<file path="src/rtl/sdram_arb_pkg.sv">
// Shared types and helpers for the SDRAM channel arbiters.
package sdram_arb_pkg;

    typedef enum logic [1:0] {
        StIdle  = 2'd0,
        StIssue = 2'd1,
        StWait  = 2'd2,
        StDone  = 2'd3
    } arb_state_t;

    localparam int unsigned TimeoutW = 8;

    // ptr < n and k < n, so a single conditional subtract implements the wraparound.
    function automatic logic [2:0] rr_pick(input logic [7:0] pend, input logic [2:0] ptr,
                                           input logic [3:0] n);
        logic [2:0] win;
        logic       found;
        logic [3:0] idx;
        win   = 3'd0;
        found = 1'b0;
        for (int k = 0; k < 8; k++) begin
            idx = {1'b0, ptr} + 4'(k);
            if (idx >= n) idx = idx - n;
            if ((4'(k) < n) && !found && pend[idx[2:0]]) begin
                win   = idx[2:0];
                found = 1'b1;
            end
        end
        return win;
    endfunction

endpackage

</file>
<file path="src/rtl/sdram_ch2_arb_if.sv">
// Master-side and SDRAM-side signal bundle of the channel-2 arbiter.
interface sdram_ch2_arb_if #(
    parameter int unsigned NUM_REQ = 4
);
    logic [NUM_REQ-1:0][25:0] m_addr;
    logic [NUM_REQ-1:0][31:0] m_din;
    logic [NUM_REQ-1:0]       m_rnw;
    logic [NUM_REQ-1:0]       m_req;
    logic [31:0]              m_dout;
    logic [NUM_REQ-1:0]       m_ready;
    logic [25:0]              sd_addr;
    logic [31:0]              sd_din;
    logic                     sd_rnw;
    logic                     sd_req;
    logic [31:0]              sd_dout;
    logic                     sd_ready;
    logic [2:0]               grant_id;
    logic                     busy;
    logic                     timeout_err;

    modport slave (
        input  m_addr, m_din, m_rnw, m_req, sd_dout, sd_ready,
        output m_dout, m_ready, sd_addr, sd_din, sd_rnw, sd_req, grant_id, busy, timeout_err
    );

    modport master (
        output m_addr, m_din, m_rnw, m_req, sd_dout, sd_ready,
        input  m_dout, m_ready, sd_addr, sd_din, sd_rnw, sd_req, grant_id, busy, timeout_err
    );
endinterface

</file>
<file path="src/rtl/sdram_rr_pick.sv">
// Combinational round-robin priority encoder: first set bit at or above i_ptr, wrapping.
module sdram_rr_pick
    import sdram_arb_pkg::*;
#(
    parameter int unsigned NUM_REQ = 4
) (
    input  logic [NUM_REQ-1:0] i_pend,
    input  logic [2:0]         i_ptr,
    output logic [2:0]         o_win,
    output logic               o_any
);
    logic [7:0] w_pend8;

    always_comb begin
        w_pend8                = '0;
        w_pend8[NUM_REQ-1:0]   = i_pend;
    end

    assign o_win = rr_pick(w_pend8, i_ptr, 4'(NUM_REQ));
    assign o_any = |i_pend;
endmodule

</file>
<file path="src/rtl/sdram_ch2_arb.sv">
// Channel-2 SDRAM arbiter: latches master requests and keeps one transaction outstanding,
// holding address/data/direction stable until the SDRAM ready pulse or a timeout.
module sdram_ch2_arb
    import sdram_arb_pkg::*;
#(
    parameter int unsigned NUM_REQ = 4,
    parameter bit          PRIO0   = 1'b1,
    parameter int unsigned TIMEOUT = 255
) (
    input logic            clk,
    input logic            init,
    sdram_ch2_arb_if.slave bus
);
    localparam logic [NUM_REQ-1:0]  ReqOne   = {{(NUM_REQ-1){1'b0}}, 1'b1};
    localparam logic [TimeoutW-1:0] TcntLast = TimeoutW'(TIMEOUT - 1);

    arb_state_t          r_state, w_state_nxt;
    logic [NUM_REQ-1:0]  r_pend, w_pend_nxt;
    logic [2:0]          r_rr_ptr, r_grant;
    logic                r_prio_win;
    logic [TimeoutW-1:0] r_tcnt;
    logic                r_timed_out;
    logic [25:0]         r_sd_addr;
    logic [31:0]         r_sd_din;
    logic                r_sd_rnw;
    logic [31:0]         r_m_dout;

    logic [2:0]          w_rr_win, w_win;
    logic                w_any, w_prio, w_grant_now;
    logic                w_sd_req, w_busy, w_timeout_err;
    logic [NUM_REQ-1:0]  w_m_ready, w_clr;
    logic [25:0]         w_sel_addr;
    logic [31:0]         w_sel_din;
    logic                w_sel_rnw;

    sdram_rr_pick #(
        .NUM_REQ (NUM_REQ)
    ) u_pick (
        .i_pend (r_pend),
        .i_ptr  (r_rr_ptr),
        .o_win  (w_rr_win),
        .o_any  (w_any)
    );

    assign w_prio = PRIO0 && r_pend[0];
    assign w_win  = w_prio ? 3'd0 : w_rr_win;

    always_comb begin
        w_sel_addr = '0;
        w_sel_din  = '0;
        w_sel_rnw  = 1'b1;
        for (int i = 0; i < int'(NUM_REQ); i++) begin
            if (w_win == 3'(i)) begin
                w_sel_addr = bus.m_addr[i];
                w_sel_din  = bus.m_din[i];
                w_sel_rnw  = bus.m_rnw[i];
            end
        end
    end

    always_comb begin
        w_state_nxt   = r_state;
        w_grant_now   = 1'b0;
        w_sd_req      = 1'b0;
        w_busy        = 1'b0;
        w_m_ready     = '0;
        w_timeout_err = 1'b0;
        unique case (r_state)
            StIdle: begin
                if (w_any) begin
                    w_grant_now = 1'b1;
                    w_state_nxt = StIssue;
                end
            end
            StIssue: begin
                w_sd_req    = 1'b1;
                w_busy      = 1'b1;
                w_state_nxt = StWait;
            end
            StWait: begin
                w_busy = 1'b1;
                if (bus.sd_ready || (r_tcnt == TcntLast)) w_state_nxt = StDone;
            end
            StDone: begin
                if (r_timed_out) w_timeout_err = 1'b1;
                else             w_m_ready     = ReqOne << r_grant;
                w_state_nxt = StIdle;
            end
            default: w_state_nxt = StIdle;
        endcase
    end

    // A request arriving in its own grant cycle survives the clear as a fresh pending bit.
    assign w_clr      = w_grant_now ? (ReqOne << w_win) : '0;
    assign w_pend_nxt = (r_pend & ~w_clr) | bus.m_req;

    always_ff @(posedge clk) begin
        if (init) begin
            r_state     <= StIdle;
            r_pend      <= '0;
            r_rr_ptr    <= 3'd0;
            r_grant     <= 3'd0;
            r_prio_win  <= 1'b0;
            r_tcnt      <= '0;
            r_timed_out <= 1'b0;
            r_sd_addr   <= '0;
            r_sd_din    <= '0;
            r_sd_rnw    <= 1'b1;
            r_m_dout    <= '0;
        end else begin
            r_state <= w_state_nxt;
            r_pend  <= w_pend_nxt;
            if (w_grant_now) begin
                r_sd_addr  <= w_sel_addr;
                r_sd_din   <= w_sel_din;
                r_sd_rnw   <= w_sel_rnw;
                r_grant    <= w_win;
                r_prio_win <= w_prio;
            end
            if (r_state == StIssue) begin
                r_tcnt      <= '0;
                r_timed_out <= 1'b0;
            end else if (r_state == StWait) begin
                r_tcnt <= r_tcnt + 1'b1;
                if (bus.sd_ready) begin
                    if (r_sd_rnw) r_m_dout <= bus.sd_dout;
                end else if (r_tcnt == TcntLast) begin
                    r_timed_out <= 1'b1;
                end
            end
            if ((r_state == StDone) && !r_prio_win) begin
                r_rr_ptr <= (r_grant == 3'(NUM_REQ - 1)) ? 3'd0 : r_grant + 3'd1;
            end
        end
    end

    assign bus.sd_addr     = r_sd_addr;
    assign bus.sd_din      = r_sd_din;
    assign bus.sd_rnw      = r_sd_rnw;
    assign bus.sd_req      = w_sd_req;
    assign bus.m_dout      = r_m_dout;
    assign bus.m_ready     = w_m_ready;
    assign bus.grant_id    = r_grant;
    assign bus.busy        = w_busy;
    assign bus.timeout_err = w_timeout_err;
endmodule

</file>
<file path="src/flat_wrapper.sv">
// flat-port wrapper written by rule: the top's interface ports become plain ports
module sdram_ch2_arb_flat import sdram_arb_pkg::*;
#(
    parameter int unsigned NUM_REQ = 4,
    parameter bit          PRIO0   = 1'b1,
    parameter int unsigned TIMEOUT = 255
)
  (clk, init, bus_m_addr, bus_m_din, bus_m_rnw, bus_m_req, bus_sd_dout, bus_sd_ready, bus_m_dout, bus_m_ready, bus_sd_addr, bus_sd_din, bus_sd_rnw, bus_sd_req, bus_grant_id, bus_busy, bus_timeout_err);
  sdram_ch2_arb_if #(.NUM_REQ(NUM_REQ)) bus_i ();
  input logic clk;
  input logic init;
  input wire logic [$bits(bus_i.m_addr)-1:0] bus_m_addr;
  input wire logic [$bits(bus_i.m_din)-1:0] bus_m_din;
  input wire logic [$bits(bus_i.m_rnw)-1:0] bus_m_rnw;
  input wire logic [$bits(bus_i.m_req)-1:0] bus_m_req;
  input wire logic [$bits(bus_i.sd_dout)-1:0] bus_sd_dout;
  input wire logic [$bits(bus_i.sd_ready)-1:0] bus_sd_ready;
  output wire logic [$bits(bus_i.m_dout)-1:0] bus_m_dout;
  output wire logic [$bits(bus_i.m_ready)-1:0] bus_m_ready;
  output wire logic [$bits(bus_i.sd_addr)-1:0] bus_sd_addr;
  output wire logic [$bits(bus_i.sd_din)-1:0] bus_sd_din;
  output wire logic [$bits(bus_i.sd_rnw)-1:0] bus_sd_rnw;
  output wire logic [$bits(bus_i.sd_req)-1:0] bus_sd_req;
  output wire logic [$bits(bus_i.grant_id)-1:0] bus_grant_id;
  output wire logic [$bits(bus_i.busy)-1:0] bus_busy;
  output wire logic [$bits(bus_i.timeout_err)-1:0] bus_timeout_err;
  assign bus_i.m_addr = bus_m_addr;
  assign bus_i.m_din = bus_m_din;
  assign bus_i.m_rnw = bus_m_rnw;
  assign bus_i.m_req = bus_m_req;
  assign bus_i.sd_dout = bus_sd_dout;
  assign bus_i.sd_ready = bus_sd_ready;
  assign bus_m_dout = bus_i.m_dout;
  assign bus_m_ready = bus_i.m_ready;
  assign bus_sd_addr = bus_i.sd_addr;
  assign bus_sd_din = bus_i.sd_din;
  assign bus_sd_rnw = bus_i.sd_rnw;
  assign bus_sd_req = bus_i.sd_req;
  assign bus_grant_id = bus_i.grant_id;
  assign bus_busy = bus_i.busy;
  assign bus_timeout_err = bus_i.timeout_err;
  sdram_ch2_arb #(.NUM_REQ(NUM_REQ), .PRIO0(PRIO0), .TIMEOUT(TIMEOUT)) u_core (.clk(clk), .init(init), .bus(bus_i));
endmodule
</file>
<file path="config.mk">
export PLATFORM = sky130hd
export DESIGN_NAME = sdram_ch2_arb_flat
export DESIGN_NICKNAME = d
export VERILOG_FILES = /design/src/rtl/sdram_arb_pkg.sv /design/src/rtl/sdram_ch2_arb_if.sv /design/src/rtl/sdram_rr_pick.sv /design/src/rtl/sdram_ch2_arb.sv /design/src/flat_wrapper.sv
export SDC_FILE = /design/constraint.sdc
export NUM_CORES = 1
export LEC_CHECK = 0
export ABC_AREA = 1
export ABC_CLOCK_PERIOD_IN_PS = 2400
export BUFFER_PORTS_ARGS = -buffer_cell sky130_fd_sc_hd__buf_2
export CAP_MARGIN = 15
export CORE_AREA = 2 2 145 147
export CTS_CLUSTER_DIAMETER = 100
export CTS_CLUSTER_SIZE = 25
export DETAILED_ROUTE_END_ITERATION = 16
export DIE_AREA = 0 0 147 149
export PLACE_DENSITY = 0.71
export RECOVER_POWER = 50
export SETUP_SLACK_MARGIN = 0.2
export SLEW_MARGIN = 30
export SYNTH_ARGS = -nofsm -noshare
export SYNTH_HDL_FRONTEND = slang
export SYNTH_HIERARCHICAL = 1
export SYNTH_SLANG_ARGS = --single-unit
</file>
<file path="constraint.sdc">
create_clock -name clk -period 2.4 [get_ports clk]
set_input_delay 0.12 -clock clk [delete_from_list [all_inputs] [get_ports clk]]
set_output_delay 0.12 -clock clk [all_outputs]
set_load 0.1 [all_outputs]
</file>
After elaboration in Yosys (flattened, before gate mapping)
Cells that the tools add are included.
{ "word_totals": {"ff_bits": 113, "out_inout_bits": 101} }
{ "classes": {"n_addsub": 9, "magnitude_cmp": 8, "n_eq_ne": 10, "shift": 2, "muxes": 45, "n_bitwise": 5, "n_reduce_logical": 17} }
{ "ops": {"columns": ["cell", "count"], "rows": [
  ["32-bit two-way mux", 4],
  ["26-bit two-way mux", 4],
  ["3-bit two-way mux", 10],
  ["1-bit two-way mux", 17],
  ["3-bit by 4-bit less-than comparator with 1-bit output, second input constant", 4],
  ["1-bit binary-select mux with 3-bit select", 4],
  ["4-bit by 3-bit >= comparator with 1-bit output, second input constant", 3],
  ["4-bit two-way mux", 3],
  ["3-bit subtractor, second input constant", 4],
  ["3-bit by 2-bit equality test with 1-bit output, second input constant", 3],
  ["3-bit by 2-bit adder with 4-bit output, second input constant", 2],
  ["8-bit by 1-bit adder with 8-bit output, second input constant", 1],
  ["8-bit equality test, second input constant", 1],
  ["2-bit case mux with 4 select lines", 1],
  ["1-bit by 3-bit << shifter with 4-bit output, first input constant", 2],
  ["3-bit by 1-bit adder with 4-bit output, second input constant", 1],
  ["4-bit AND", 1],
  ["2-bit equality test, second input constant", 2],
  ["1-bit logical AND", 4],
  ["1-bit zero test", 4],
  ["2-bit two-way mux", 2],
  ["4-bit NOT", 1],
  ["4-bit bitwise OR", 1],
  ["4-bit AND reduction", 1],
  ["14 further kinds", 16]
]} }

Logic depth before layout (Yosys ltp)
Gate-level depths: netlist of the first run.
{ "depth": {"ltp_word": 20, "depth_mapped": 19, "ltp_nobuf": 16} }

Modules after synthesis
The synthesis of the first run kept the hierarchy.
{ "by_module_without_submodules": {"columns": ["mod", "n_inst", "cells_each", "area_each_um2", "seq_area_each_um2"], "rows": [
  ["sdram_ch2_arb", 1, 1068, 6548.8, 2262.2],
  ["sdram_rr_pick", 1, 57, 340.3, 0.0]
]} }

Worst setup path after synthesis of the first run
Ideal clock, no wire load.
{ "synth_timing": {"kind": "register to output", "from": "reg u_core.r_grant[0] (netlist: u_core/bus.grant_id[0])", "to": "out bus_m_ready[3]", "arrival_time_ns": 2.598, "path_slack_ns": -0.318, "path_stages_with_launch": 4, "path_buffers": 0, "cell_sequence": "dfxtp_1 ha_1 inv_1 nor2_1"} }
{ "synth_via": {"elab_chain_len": 3} }
{ "synth_lines": {"columns": ["item", "line_no", "text"], "rows": [
  ["start, declared", "sdram_ch2_arb.sv:19", "logic [2:0] r_rr_ptr, r_grant;"],
  ["start signal, assigned", "sdram_ch2_arb.sv:117", "r_grant <= w_win;"],
  ["1-bit by 3-bit << shifter with 4-bit output", "sdram_ch2_arb.sv:86", "else w_m_ready = ReqOne << r_grant;"],
  ["4-bit two-way mux", "sdram_ch2_arb.sv:85", "if (r_timed_out) w_timeout_err = 1'b1;"],
  ["4-bit two-way mux", "sdram_ch2_arb.sv:68", "unique case (r_state)"],
  ["end, declared", "flat_wrapper.sv:19", "output wire logic [$bits(bus_i.m_ready)-1:0] bus_m_ready;"]
]} }
Every way passes these cells.

Worst setup path after layout of the first run
{ "layout_timing": {"from": "reg u_core.r_rr_ptr[0]", "to": "reg u_core.r_sd_din[29] (netlist: u_core/bus.sd_din[29])"} }
{ "layout_via": {"elab_chain_len": 20} }
{ "layout_lines": {"columns": ["item", "line_no", "text"], "rows": [
  ["start, declared", "sdram_ch2_arb.sv:19", null],
  ["start signal, assigned", "sdram_ch2_arb.sv:132", "r_rr_ptr <= (r_grant == 3'(NUM_REQ - 1)) ? 3'd0 : r_grant + 3'd1;"],
  ["parallel branches: the longest is 13 deep, another holds 3-bit by 1-bit adder with 4-bit output", null, null],
  ["3-bit two-way mux *", "sdram_arb_pkg.sv:24", "if ((4'(k) < n) && !found && pend[idx[2:0]]) begin"],
  ["net u_core.w_rr_win[1]", "sdram_ch2_arb.sv:28", "logic [2:0] w_rr_win, w_win;"],
  ["3-bit two-way mux *", "sdram_ch2_arb.sv:46", "assign w_win = w_prio ? 3'd0 : w_rr_win;"],
  ["3-bit zero test", "sdram_ch2_arb.sv:53", "if (w_win == 3'(i)) begin"],
  ["32-bit two-way mux (3 in series)", "sdram_ch2_arb.sv:53", null],
  ["32-bit two-way mux *", "sdram_ch2_arb.sv:53", null],
  ["end signal, assigned", "sdram_ch2_arb.sv:115", "r_sd_din <= w_sel_din;"],
  ["end, declared", "sdram_ch2_arb.sv:24", "logic [31:0] r_sd_din;"]
]} }
Mark *: on every way through the listed nets, which the timed path passes. The select of a mux whose other input is x is not followed.
A chain may end at the register's enable or synchronous reset.

==> results of run 1 <==
==> layer usage <==
| metal | global-route usage [%] | routed length [microns] | up-vias |
|---|---|---|---|
| li1 | - | - | 4423 |
| met1 | 29.4 | 11600 | 4180 |
| met2 | 43.4 | 14600 | 445 |
| met3 | 5.81 | 2310 | 66 |
| met4 | 10.2 | 952 | 0 |
| met5 | 0 | 0 | - |
==> cell usage in the layout, fill, tap and decap left out, types with 26 or more instances in the layout <==
cell type and count:
dfxtp_1 111, nand3_1 224, buf_2 282, a21oi_1 59
nor2_1 165, nand2_1 193, o21ai_0 38, clkbuf_1 93
nand3_2 26, inv_1 94, dlygate4sd3_1 37
==> metrics by stage <==
step                      setup TNS, ns  utilization, %  instance area, sq um
after floorplan                       0               -                  6950
after global placement                0            44.5                  9150
after detailed placement              0            44.5                  9150
after CTS                             0            50.8                 10400
after global routing              -2.70            53.3                 11000
final                                 0            53.3                 11000
==> registers in the layout (all words and copies together) (netlist names), 2 cells and up <==
name	count
u_core/r_pend	4
u_core/bus.sd_addr	26
u_core/r_tcnt	8
u_core/r_state	2
u_core/r_rr_ptr	3
u_core/bus.sd_din	32
u_core/bus.grant_id	3
u_core/bus.m_dout	32
==> final timing paths <==
path	start	endpoint	cells after the start	slack [ns]
setup / recovery	u_core/r_rr_ptr[0]	u_core/bus.sd_din[29]	16	0.03
hold / removal	bus_m_addr[101]	u_core/bus.sd_addr[23]	5	0.05
setup reg to reg	u_core/r_rr_ptr[0]	u_core/bus.sd_din[29]	16	0.03
hold reg to reg	u_core/r_tcnt[5]	u_core/r_tcnt[5]	1	0.47
==> repair_timing <==
action,in CTS,in global routing
cloned,6,8
resized for setup,23,108
hold endpoints to repair,37,0
hold buffers,37,0
pin swaps,12,43
setup endpoints to repair,59,62
setup buffers,5,2
==> area by class of cell <==
cell class	instances	share of cell area (%)
Tap cell	275	3.14
Clock inverter	15	1.76
Clock buffer	17	3.88
Antenna cell	2	0.0457
Timing Repair Buffer	459	27.2
Sequential cell	113	20.7
Multi-Input combinational cell	829	39.7
Inverter	102	3.63
==> power groups by stage <==
| stage | logic (mW) | registers (mW) | clock network [mW] |
|---|---|---|---|
| 2_1_floorplan | 3.41 | 5.76 | 0 |
| 6_report | 9.73 | 2.67 | 2.70 |
| 5_1_grt | 10.3 | 2.72 | 2.84 |
| 4_1_cts | 8.93 | 2.65 | 2.75 |
| 3_3_place_gp | 8.28 | 2.67 | 0 |
| 3_5_place_dp | 8.35 | 2.68 | 0 |
==> worst max-delay path, stage by stage (launching register included) <==
cell and delay, ns:
dfxtp_4 0.39, inv_8 0.04, ha_4 0.30, inv_2 0.05
nand3_1 0.10, nand3_2 0.09, nor2_2 0.16, nand3_2 0.10
nand3_2 0.10, inv_2 0.07, nor2_4 0.20, nand2_4 0.11
nand2_8 0.16, clkbuf_16 0.21, nor2_2 0.04, nand2_1 0.08
a21oi_2 0.05
==> cells by family after synthesis <==
| group | Yosys count |
|---|---|
| xor gates and xnor gates | 1 |
| DFF | 113 |
| buffers and inverters | 183 |
| and+or+nand+nor | 690 |
| AOI/OAI and AO/OA | 124 |
| other | 1 |
| adders and majority gates | 13 |
==> run metrics, run 1 <==
root buf cell clkbuf_16; Starting DRT DRC Count 614; Final period util 98.9%; Critical Setup Path Class reg2reg; worst slack, placed 0.0846 ns; class of the worst hold path in2reg; Clk Latency, worst-skew pair 0.42 ns; DRT Pass-1 Iters 6; first-pass GRT wire length 43,200 microns; Layout area overhead 59.0%; nets in the synthesized netlist 1,413; Sequential cell area 0.00227 sq mm; total power 15.1 mW; CP endpoint kind register; FMAX 421 MHz; Cell Rows 53; ranking of synthesized cells by area dfxtp_1 (33%), nand3_1 (18%), nand2_1 (11%); outcome finished, final reports clean; Synth top area share 32.8%; Post-Syn Area 0.00689 sq mm; fin nets 1,810; fillers 2,053; xor and xnor fraction of the mapped netlist area 0.127%; cell area power density 1380 mW/mm^2; Gate power share 64.4%; P_leak 5.14 nW; io pins 376; hold_ws 0.0515 ns; unrepaired setup endpoints after global routing true; largest family of logic cells by synthesized area simple AND/OR/NAND/NOR gates; most common cell in the netlist nand3_1; DP HPWL 18,800 microns; fin crit period 2.37 ns; Final Hold Fails 0; EDFF count, synth 0; total congestion overflow 0; Top FF cell, synth dfxtp_1; vias in the first global route 8,549; FF+latch count, synth 113; Via Count 9,114; GRT Util Overall 24.8%; sw power 8.47 mW; initial antenna violation count 2; H-tree depth 4; Worst Path Max Fanout 8; Mapped Cells 1,125; Clock Tree Buf Depth 2; share of cells above drive strength 1 31.9%; Initial Util 33.5%; detailed-route DRC error count 0; sequential cell fraction of total power 17.7%; Netlist cell types 34; setup slack after layout 0.0274 ns; asr flop ratio synth 0%; Avg Inst Size Synth 6.12 sq um; clk slew on worst S/H paths 0.06 ns; total core area 0.0206 sq mm; Worst EP arrival 2.67 ns; clock power share 17.9%; number of synthesis warnings 6; Placed Instances 1,720; Post-DRT Antenna Nets 0; crit path launch type register; multiplexer area fraction after synthesis 0%; CTS sink count 113; drt total wl 29,500 microns; area leader, netlist dfxtp_1; gpl congestion 0.971; total die area 0.0219 sq mm; Num CTS Buffers 17; Die W 147 microns; routed len/inst 16.3 microns; multi-input logic area 0.00434 sq mm; final std cells w/o fill 1,812; sequential fraction of the synthesis area 32.8%; Clock Skew 0.0131 ns; CTS tree built; P_int 6.63 mW; Die Ht 149 microns; Simple-Gate Fraction of Synth Area 44.0%; pin count of the biggest net entering global routing 59; Max Cap Viol 0; complex-gate fraction of the synthesized area 9.39%; CP required 2.69 ns; IO Port Bufs 375; drt via density 5.03; maximum VDD drop 756 uV; top cells by count, synth nand3_1 (252), nand2_1 (204), nor2_1 (202), dfxtp_1 (113), inv_1 (97); Final Setup Violations 0; Synth Area in Adders 2.36%; Slew @ Worst Pin 1.25 ns; switch share 56.1%; relative slew slack 17.2%; Slew Limit Fails 0
Power figures use the tool's default switching activity.
==> run 2, diff against run 1 <==
Settings changed: ABC_CLOCK_PERIOD_IN_PS 2400 to not set.
Clock period 2.4 ns to 2.15 ns, I/O delays scaled along.
==> run 2 against run 1 <==
The run now ends with setup timing left. Power rose by 12%. Critical endpoint is now u_core/bus.sd_din[16]. Setup slack got worse by 0.20 ns. Die area did not move. Fmax rose by 2.2%. Critical path type unchanged. Clock power rose by 12%. Sequential power rose by 11%. Sequential share of layout area did not move. Count of clock-buffer cells in the layout did not move. Via count fell by 0.82%. Wire length fell by 2.0%. Final area did not move. Combinational power rose by 12%. Highest routed layer unchanged.
==> run metrics, run 2 (synthesis gave the netlist of run 1 again) <==
hold_ws 0.0335 ns; cells along the critical path inv_8, ha_4, nand3_2, nand2_2, nor2_4, nor2_4, nand3_2, nand3_2, inv_2, nor2_4, nand2_2, nand2_4, buf_12, clkbuf_16, nor2_1, nand2_1, a21oi_1; unrepaired setup endpoints after global routing true; cell area power density 1540 mW/mm^2; outcome finished with violations; Initial Util 33.5%; Clk Latency, worst-skew pair 0.41 ns; routed len/inst 15.8 microns; drt via density 4.93; slowest cell delay on critical path 0.39 ns; fin crit period 2.32 ns; Final Setup Violations 60; IO Port Bufs 375; Critical Setup Path Class reg2reg; total core area 0.0206 sq mm; worst slack, placed -0.129 ns; root buf cell clkbuf_16; first-pass GRT wire length 43,300 microns; Layout area overhead 59.0%; Die W 147 microns; total die area 0.0219 sq mm; GRT Util Overall 24.8%; Worst Path Max Fanout 5; CP endpoint kind register; CTS tree built; vias in the first global route 8,570; multi-input logic area 0.00417 sq mm; Num CTS Buffers 17; setup slack after layout -0.171 ns; H-tree depth 4; crit path launch type register; reg-to-reg slack, setup -0.17 ns; P_leak 5.25 nW; fin nets 1,832; share of cells above drive strength 1 31.9%; total congestion overflow 0; worst path bufs/invs 4; class of the worst hold path in2reg; Cell Rows 53; CTS sink count 113; gpl congestion 0.940; maximum VDD drop 721 uV; pin count of the biggest net entering global routing 69; Starting DRT DRC Count 802; Sequential cell area 0.00227 sq mm; FMAX 431 MHz; Clock Tree Buf Depth 2; Worst EP arrival 2.58 ns; Final Hold Fails 0; Slew @ Worst Pin 1.23 ns; hold_sp bus_m_rnw[3]; detailed-route DRC error count 0; failing checks setup timing; commonest non-fill, non-tap cell in the layout buf_2; io pins 376; drt total wl 29,000 microns; CP Launch Point u_core/r_rr_ptr[0]; Final period util 108%; Max stage delay cell, worst path dfxtp_4; family with the most delay on the worst path simple AND/OR/NAND/NOR gates; DP HPWL 19,600 microns; clk slew on worst S/H paths 0.06 ns; Post-DRT Antenna Nets 0; Via Count 9,039; Clock Skew 0.00922 ns; relative slew slack 18.2%; worst r2r src u_core/r_rr_ptr[0]; initial antenna violation count 1; Max Cap Viol 0; Die Ht 149 microns; most frequent cells in the layout buf_2 (296), nand3_1 (238), nand2_1 (197); DRT Pass-1 Iters 5; Slew Limit Fails 0; fillers 2,094; CP required 2.41 ns
[run 2: changes by cell type in the layout (fill, tap and decap cells not counted), moves of 4 or more]
cell / change
nand3_2: -10
a21oi_2: -13
buf_4: +26
nand2_1: +4
clkbuf_1: -18
inv_6: -4
nand3_1: +14
buf_2: +14
a21oi_1: +12
nand3_4: -4
nor2_1: +4
[run 2: final timing paths]
check	end	cells after the start
hold reg to reg	u_core/r_tcnt[5]	1
setup reg to reg	u_core/bus.sd_din[16]	17
hold / removal	u_core/bus.sd_rnw	3
setup / recovery	u_core/bus.sd_din[16]	17
[run 2: final cells by class]
| class | count | area share (%) |
|---|---|---|
| Sequential cell | 113 | 20.7 |
| Antenna cell | 1 | 0.0229 |
| Multi-Input combinational cell | 829 | 38.1 |
| Clock inverter | 15 | 1.81 |
| Timing Repair Buffer | 481 | 28.7 |
| Tap cell | 275 | 3.14 |
| Clock buffer | 17 | 3.88 |
| Inverter | 102 | 3.59 |
[run 2: what timing repair did]
action                                  4_1_cts  5_1_grt
hold buffers                                 37        0
endpoints found under the setup margin       67       97
gates cloned                                  4        8
pin swaps                                     5       39
setup buffers                                 6        8
hold endpoints to repair                     37        0
gates resized for setup                      26       59
[run 2: per-stage QoR]
stage | utilization, % | instances | power, mW | area [sq um] | setup TNS (ns)
finish | 53.3 | 1833 | 16.9 | 11000 | -7.15
global route | 53.3 | 1833 | 17.7 | 11000 | -15.33
CTS | 51.5 | 1816 | 16.2 | 10600 | -5.28
detailed placement | 45.3 | 1737 | 12.5 | 9320 | -5.81
global placement | 45.3 | 1737 | 12.4 | 9320 | -2.67
floorplan | - | 1125 | 10.3 | 7000 | -0.202
[run 2: per-layer routing]
metal / wire, microns / part of all wire [%] / track usage, % / up-vias
li1: - / - / - / 4465
met1: 11700 / 40 / 29.7 / 4107
met2: 14200 / 49 / 43.0 / 394
met3: 2140 / 7.4 / 5.50 / 73
met4: 903 / 3.1 / 10.6 / 0
met5: 0 / 0 / 0 / -
[run 2: where the power goes]
| group | internal [mW] | switching [mW] | total, mW |
|---|---|---|---|
| clock | 1.86 | 1.16 | 3.02 |
| combinational | 3.04 | 7.82 | 10.9 |
| sequential | 2.64 | 0.330 | 2.97 |
[run 2: tightest hold or removal path, delay by kind of cell]
| family | cells | cell delay (ns) |
|---|---|---|
| AO/OA/AOI/OAI | 2 | 0.19 |
| buffers and inverters | 1 | 0.11 |
